===== src/rtl/regfile_sb_pkg.sv =====
// regfile_sb_pkg: shared widths for the register file and its write-pending scoreboard
package regfile_sb_pkg;
  localparam int RegW = 32;
  localparam int RegAddrBusW = 5;
  localparam int RegNum = 32;
  localparam int SbCntW = 2;
endpackage


===== src/rtl/regfile_sb_cnt.sv =====
// sb_cnt: saturating up/down pending-write counter with clear and error pulses
module sb_cnt #(
  parameter int W = 2
) (
  input  logic         clk,
  input  logic         rst,
  input  logic         inc,
  input  logic         dec,
  input  logic         clr,
  output logic [W-1:0] cnt,
  output logic         ovf,
  output logic         unf
);
  assign ovf = inc && !dec && !clr && (cnt == '1);
  assign unf = dec && !inc && !clr && (cnt == '0);
  // clear wins over counting; inc+dec together cancels out
  always_ff @(posedge clk)
    if (rst || clr) cnt <= '0;
    else if (inc && !dec && cnt != '1) cnt <= cnt + W'(1);
    else if (dec && !inc && cnt != '0) cnt <= cnt - W'(1);
endmodule


===== src/rtl/regfile_sb.sv =====
// regfile_sb: register file with write-through read ports and per-register pending-write scoreboard
module regfile_sb
  import regfile_sb_pkg::*;
#(
  parameter int NREG = RegNum,
  parameter int CNTW = SbCntW
) (
  input  logic                   clk,
  input  logic                   rst,
  input  logic                   rf_we_i,
  input  logic [RegAddrBusW-1:0] rf_wdest_i,
  input  logic [RegW-1:0]        rf_wdata_i,
  input  logic [RegAddrBusW-1:0] rs1_addr_i,
  input  logic [RegAddrBusW-1:0] rs2_addr_i,
  output logic [RegW-1:0]        rs1_data_o,
  output logic [RegW-1:0]        rs2_data_o,
  output logic                   rs1_busy_o,
  output logic                   rs2_busy_o,
  input  logic                   sb_set_i,
  input  logic [RegAddrBusW-1:0] sb_set_dest_i,
  input  logic                   sb_flush_i,
  output logic                   sb_ovf_o,
  output logic                   sb_unf_o,
  input  logic [RegAddrBusW-1:0] dbg_addr_i,
  output logic [RegW-1:0]        dbg_data_o
);
  logic [RegW-1:0] regs [NREG];
  logic [CNTW-1:0] cnt [NREG];
  logic [NREG-1:1] ovf, unf;
  assign cnt[0] = '0;
  for (genvar i = 1; i < NREG; i++) begin : g_cnt
    sb_cnt #(.W(CNTW)) u_cnt (
      .clk(clk),
      .rst(rst),
      .inc(sb_set_i && sb_set_dest_i == RegAddrBusW'(i)),
      .dec(rf_we_i && rf_wdest_i == RegAddrBusW'(i)),
      .clr(sb_flush_i),
      .cnt(cnt[i]),
      .ovf(ovf[i]),
      .unf(unf[i])
    );
  end
  function automatic logic [RegW-1:0] rd(input logic [RegAddrBusW-1:0] a);
    return a == '0 ? '0 : (rf_we_i && rf_wdest_i == a) ? rf_wdata_i : regs[a];
  endfunction
  function automatic logic busy(input logic [RegAddrBusW-1:0] a);
    return a != '0 && cnt[a] != '0 && !(rf_we_i && rf_wdest_i == a && cnt[a] == CNTW'(1));
  endfunction
  assign rs1_data_o = rd(rs1_addr_i);
  assign rs2_data_o = rd(rs2_addr_i);
  assign rs1_busy_o = busy(rs1_addr_i);
  assign rs2_busy_o = busy(rs2_addr_i);
  assign dbg_data_o = regs[dbg_addr_i];
  // architectural write port; r0 writes are dropped
  always_ff @(posedge clk)
    if (rst) for (int k = 0; k < NREG; k++) regs[k] <= '0;
    else if (rf_we_i && rf_wdest_i != '0) regs[rf_wdest_i] <= rf_wdata_i;
  // sticky scoreboard error flags
  always_ff @(posedge clk)
    if (rst) begin
      sb_ovf_o <= 1'b0;
      sb_unf_o <= 1'b0;
    end else begin
      sb_ovf_o <= sb_ovf_o | (|ovf);
      sb_unf_o <= sb_unf_o | (|unf);
    end
endmodule


===== config.mk =====
export PLATFORM = sky130hd
export DESIGN_NAME = regfile_sb
export DESIGN_NICKNAME = d
export VERILOG_FILES = /design/src/rtl/regfile_sb_pkg.sv /design/src/rtl/regfile_sb_cnt.sv /design/src/rtl/regfile_sb.sv
export SDC_FILE = /design/constraint.sdc
export NUM_CORES = 2
export LEC_CHECK = 0
export CAP_MARGIN = 20
export CELL_PAD_IN_SITES_DETAIL_PLACEMENT = 0
export CELL_PAD_IN_SITES_GLOBAL_PLACEMENT = 2
export CORE_MARGIN = 2
export CORE_UTILIZATION = 43
export DETAILED_ROUTE_END_ITERATION = 8
export DONT_BUFFER_PORTS = 1
export GPL_ROUTABILITY_DRIVEN = 0
export PLACE_DENSITY_LB_ADDON = 0.1
export SYNTH_ARGS = -nofsm -noshare
export SYNTH_HDL_FRONTEND = slang
export SYNTH_SLANG_ARGS = --single-unit
export TNS_END_PERCENT = 20

===== constraint.sdc =====
create_clock -name clk -period 2.43 [get_ports clk]
set_input_delay 0.3645 -clock clk [delete_from_list [all_inputs] [get_ports clk]]
set_output_delay 0.3645 -clock clk [all_outputs]
set_load 0.05 [all_outputs]

==> After elaboration in Yosys (flattened, before gate mapping) <==
Memories as Yosys holds them, arrays and structs flattened.
Cells that the tools add are included.
{ "word_totals": {"elab_cells": 798, "register_bits": 64, "output_inout_bits": 100, "input_bits": 62, "ramBits": 1024, "memories": 1} }
{ "classes": {"addsub": 62, "eq_ne": 128, "n_lt_le_gt_ge": 2, "n_bitwise": 4, "n_mux": 80, "reduce_logical": 488} }
{ "memory_table": {"columns": ["memory", "depth", "word_bits", "read_ports", "rd_clocked_by_memory_dff", "write_ports", "line", "text"], "rows": [
  ["regs", 32, 32, 3, 0, 32, "regfile_sb.sv:27", "logic [RegW-1:0] regs [NREG];"]
]} }
{ "ops": {"columns": ["cell", "n"], "rows": [
  ["$logic_and A1 B1 Y1", 319],
  ["$eq A5 B5 Y1 const B", 32],
  ["$mux W32", 5],
  ["$mux W2", 66],
  ["$reduce_bool A2 Y1", 64],
  ["$eq A5 B4 Y1 const B", 16],
  ["$logic_not A1 Y1", 65],
  ["$add A2 B1 Y2 const B", 31],
  ["$eq A2 B2 Y1 const B", 31],
  ["$logic_not A2 Y1", 31],
  ["$ne A2 B2 Y1 const B", 31],
  ["$reduce_or A31 Y1", 2],
  ["$sub A2 B1 Y2 const B", 31],
  ["$eq A5 B3 Y1 const B", 8],
  ["$reduce_or A32 Y1", 1],
  ["$bmux W2 S5", 2],
  ["$eq A5 B2 Y1 const B", 4],
  ["$reduce_bool A5 Y1", 3],
  ["$ge A6 B6 Y1 const B", 2],
  ["$not A5 Y6", 2],
  ["$eq A5 B1 Y1 const B", 2],
  ["$eq A5 B5 Y1", 2],
  ["$logic_not A5 Y1", 2],
  ["$mux W1", 6],
  ["4 further kinds", 6]
]} }

==> Depth between registers and ports, before layout <==
{ "depth": {"word_depth": 8, "mapped_depth": 11, "mapped_depth_nobuf": 6} }

==> Hierarchy <==
Synthesis repeated with hierarchy kept, for this count alone.
{ "hier_totals": {"cells_unflattened": 5266, "area_unflattened_um2": 69600.5} }
{ "modules_own_cells": {"columns": ["mod", "area_per_inst_um2", "cells_each", "n_inst", "seq_area_each_um2"], "rows": [
  ["regfile_sb", 65683.0, 4801, 1, 30789.5],
  ["sb_cnt", 126.4, 15, 31, 40.0]
]} }

==> Least setup slack after synthesis <==
No wires, ideal clock.
{ "synth_path": {"kind": "input port to output port", "start": "input port rs2_addr_i[1]", "end": "output port rs2_data_o[14]", "setup_slack_ns": -1.070, "n_path_buf": 4, "t_required_ns": 2.066, "path_stages": 8, "arrival_ns": 3.136, "cell_sequence": "clkbuf_1 buf_2 buf_4 xnor2_1 nand3_1 o31ai_2 buf_4 o41ai_1"} }
{ "synth_via": {"elab_chain_cells": 4, "word_cells_on_any_way": 6, "cone_classes": "eq/ne (1); mux (2); reduce/logical (2); memory (1)"} }
{ "synth_lines": {"columns": ["element", "line", "text"], "rows": [
  ["from (decl)", "regfile_sb.sv:14", "input logic [RegAddrBusW-1:0] rs2_addr_i,"],
  ["parallel branches: the longest is 3 deep, another holds $mem_v2 Z32 W32", null, null],
  ["$mux W32 *", "regfile_sb.sv:44", "return a == '0 ? '0 : (rf_we_i && rf_wdest_i == a) ? rf_wdata_i : regs[a];"],
  ["to (decl)", "regfile_sb.sv:16", "output logic [RegW-1:0] rs2_data_o,"]
]} }
Every way passes the cells marked *.

==> Final worst setup path <==
{ "layout_path": {"start": "input port rs1_addr_i[0]", "end": "output port rs1_data_o[25]"} }
{ "layout_via": {"elab_chain_cells": 4, "word_cells_on_any_way": 6, "cone_classes": "eq/ne (1); mux (2); reduce/logical (2); memory (1)"} }
{ "layout_lines": {"columns": ["element", "line", "text"], "rows": [
  ["from (decl)", "regfile_sb.sv:13", "input logic [RegAddrBusW-1:0] rs1_addr_i,"],
  ["parallel branches: the longest is 3 deep, another holds $mem_v2 Z32 W32", null, null],
  ["$mux W32 *", "regfile_sb.sv:44", null],
  ["to (decl)", "regfile_sb.sv:15", "output logic [RegW-1:0] rs1_data_o,"]
]} }
Marks and branches as above.

==> metrics.md <==
| Metric | Value |
|---|---|
| Outcome | complete, but fails checks |
| Violated checks | slew limit, setup timing |
| Routed length per instance | 41.9 µm |
| Chip width | 405 µm |
| Simple-Gate Fraction of Synth Area | 12.9% |
| Commonest non-fill, non-tap cell in the layout | edfxtp_1 |
| Die H | 405 µm |
| Critical Path RT | 2.07 ns |
| Leakage power | 0.0287 µW |
| Synth warn | 0 |
| Core area | 0.160 mm² |
| Initial antenna violation count | 35 |
| Multiplexer share of the synthesized area | 30.2% |
| XOR/XNOR Fraction of Synth Area | 0.127% |
| EDFF count, synth | 1,024 |
| Clk_skew | 0.0151 ns |
| Tcrit/Tclk final | 154% |
| Total congestion overflow | 0 |
| CTS root buffer | clkbuf_16 |
| Crit Path Category | in2out |
| Antenna-violating nets left | 0 |
| Max Fclk | 0.267 GHz |
| Worst-path clk slew | 0.06 ns |
| VDD IR max | 723 µV |
| Area grow syn2layout | 20.1% |
| Asr flop ratio synth | 0% |
| DR vias/cell | 6.90 |
| Clk sinks | 1,088 |
| Largest cells by area after synthesis | edfxtp_1 44%, mux4_2 25%, and2_1 9.0% |
| TritonCTS buffer count | 134 |
| CP startpoint | rs1_addr_i[0] |
| Worst hold start | rst |
| Cells after synthesis | 4,988 |
| Worst setup margin | -1.32 ns |
| Top cell type's share of synthesized area | 44.4% |
| PwrDens | 625 mW/mm² |
| Maximum clock path buffer count | 3 |
| Gr usage total | 37.5% |
| Post-Syn Area | 0.0692 mm² |
| Largest area contributor in the netlist | edfxtp_1 |
| Yosys reg bits | 1,088 |
| Library cells used by synthesis | 68 |
| Synth Area in Adders | 0% |
| CTS tree | done |
| Site Rows | 147 |
| DR iter-0 viols | 7,313 |
| Largest family of logic cells by synthesized area | multiplexers |
| Final wirelength | 314,000 µm |
| Die area | 0.164 mm² |
| Most frequent cells in the layout | 1,024 x edfxtp_1, 1,000 x and2_1, 775 x mux4_2 |
| Critical path arrival | 3.38 ns |
| Worst slew margin | -13.5% |
| Synth Area in Compound Gates | 6.61% |
| H-tree level count | 4 |
| CP Max Fanout | 329 |
| Post-layout minimum cycle time | 3.75 ns |
| Layout Nets | 5,263 |
| RSZ-0062 raised after global routing | yes |
| Hold WC Path Type | in2reg |
| Clk_lat worst skew | 0.77 ns |
| Synthesized area per cell | 13.9 µm² |
| Main flop type after synthesis | edfxtp_1 |
| Post-synthesis sequential area ratio | 46.3% |
| Crit path capture type | output pin |
| Global-route wire length before repair | 420,000 µm |
| Via Count | 51.7k |
| Port bufs | 0 |
| Worst slew pin tran | 1.70 ns |
| MaxCap Viol Count | 0 |
| Largest net degree at the start of global routing | 344 |
| Share of cells above drive strength 1 | 36.2% |
| Detailed Routing Iterations Pass 1 | 6 |
| Critical R2R Launch | g_cnt[17].u_cnt.cnt[1]$_SDFFE_PP0P_ |
| Final-report hold violation count | 0 |
| Initial Util | 43.2% |
| Setup TNS | -67.27 ns |
| Hold WS | 0.0558 ns |
| Max Slew Vio Count | 50 |
| Number of global-route vias before repair | 50.0k |
| DP Wirelength | 179,000 µm |
| Crit start category | input port |
| PnR Total Power | 51,900 µW |
| IO Pins | 162 |
| Final setup viols | 98 |
| DR DRC count | 0 |
==> power breakdown <==
part / switching, µW / leakage (µW) / internal, µW / total [µW]
Combinational: 5180 / 0.0164 / 4700 / 9880
Clock: 8490 / 0.00205 / 11300 / 19800
Sequential: 720 / 0.0103 / 21500 / 22200
Total: 14400 / 0.0287 / 37500 / 51900
==> worst paths after layout <==
| check | endpoint | slack, ns | cells after the start |
|---|---|---|---|
| setup / recovery | rs1_data_o[25] | -1.32 | 6 |
| hold / removal | regs[28][10]$_SDFFCE_PN0P_ | 0.06 | 1 |
| setup reg to reg | sb_ovf_o$_SDFF_PP0_ | 0.25 | 8 |
| hold reg to reg | g_cnt[11].u_cnt.cnt[1]$_SDFFE_PP0P_ | 0.53 | 2 |
==> registers in the layout, indices dropped and copies added, names as in the netlist <==
register / count
sb_ovf_o: 1
sb_unf_o: 1
g_cnt.u_cnt.cnt: 62
regs: 1024
==> worst max-delay path: stages <==
cell and delay, ns:
mux4_2 1.05, mux4_2 0.51, a32oi_4 0.30, buf_6 0.15
nand2_4 0.05, buf_8 0.15
==> cell type report <==
type                       instances  area [µm²]
multi-input combinational       3352       36700
sequential                      1088       32000
tap                             2160        2700
antenna                           34        85.1
timing repair buffer             602        7280
clock inverter                    56         507
clock buffer                     180        3670
fill                           13300       77100
inverter                          23        87.6
==> per-layer routing <==
metal	part of all wire, %	GRT usage [%]	up-vias
li1	-	-	20200
met1	37	48.9	27200
met2	46	58.2	3508
met3	11	8.51	844
met4	6.2	20.5	10
met5	0.023	0	-
==> cells in the mapped netlist (8+ instances only) <==
cell type,number
a2111oi_0,27
a211o_1,12
a211oi_1,56
a21oi_1,111
a221o_1,24
a221oi_1,40
a22o_1,10
a22oi_1,9
a31oi_1,26
a32o_1,8
a32oi_1,8
and2_1,1000
buf_1,34
buf_2,105
buf_4,53
buf_6,25
clkbuf_1,338
dfxtp_1,64
edfxtp_1,1024
inv_1,23
mux2_2,86
mux2i_1,247
mux4_2,775
nand2_1,181
nand2b_1,32
nand3_1,36
nand3b_1,12
nor2_1,114
nor2b_1,50
nor3_1,14
nor3b_1,8
o211ai_1,32
o21a_1,16
o21ai_0,155
o21bai_1,15
o221ai_1,38
o22ai_1,33
o31ai_1,9
o32ai_1,17
or2_2,42
xor2_1,8
==> kinds of logic (layout without fill, tap and decap cells) <==
logic type,after synthesis,count (layout)
other,1,66
AO/OA/AOI/OAI,669,669
buffers and inverters,579,861
XOR/XNOR,10,10
multiplexers,1108,1108
AND/OR/NAND/NOR,1533,1533
flip-flops,1088,1088
==> what timing repair did <==
| action | 4_1_cts | 5_1_grt |
|---|---|---|
| gates resized for setup | 166 | 47 |
| gates cloned | 0 | 11 |
| endpoints found under the setup margin | 98 | 98 |
| hold buffers | 38 | 0 |
| buffers inserted | 13 | 4 |
| endpoints found under the hold margin | 1028 | 0 |
| pin swaps | 60 | 23 |
==> stage by stage <==
step	utilization, %	setup slack [ns]	std cells	instance area [µm²]
2_1_floorplan	-	-0.121	5019	70200
3_3_place_gp	48.0	-0.825	7155	76900
3_5_place_dp	48.0	-0.645	7156	76900
4_1_cts	51.4	-0.851	7440	82400
5_1_grt	51.9	-0.936	7475	83100
6_report	51.9	-1.32	7495	83100
Power figures use the tool's default switching activity.
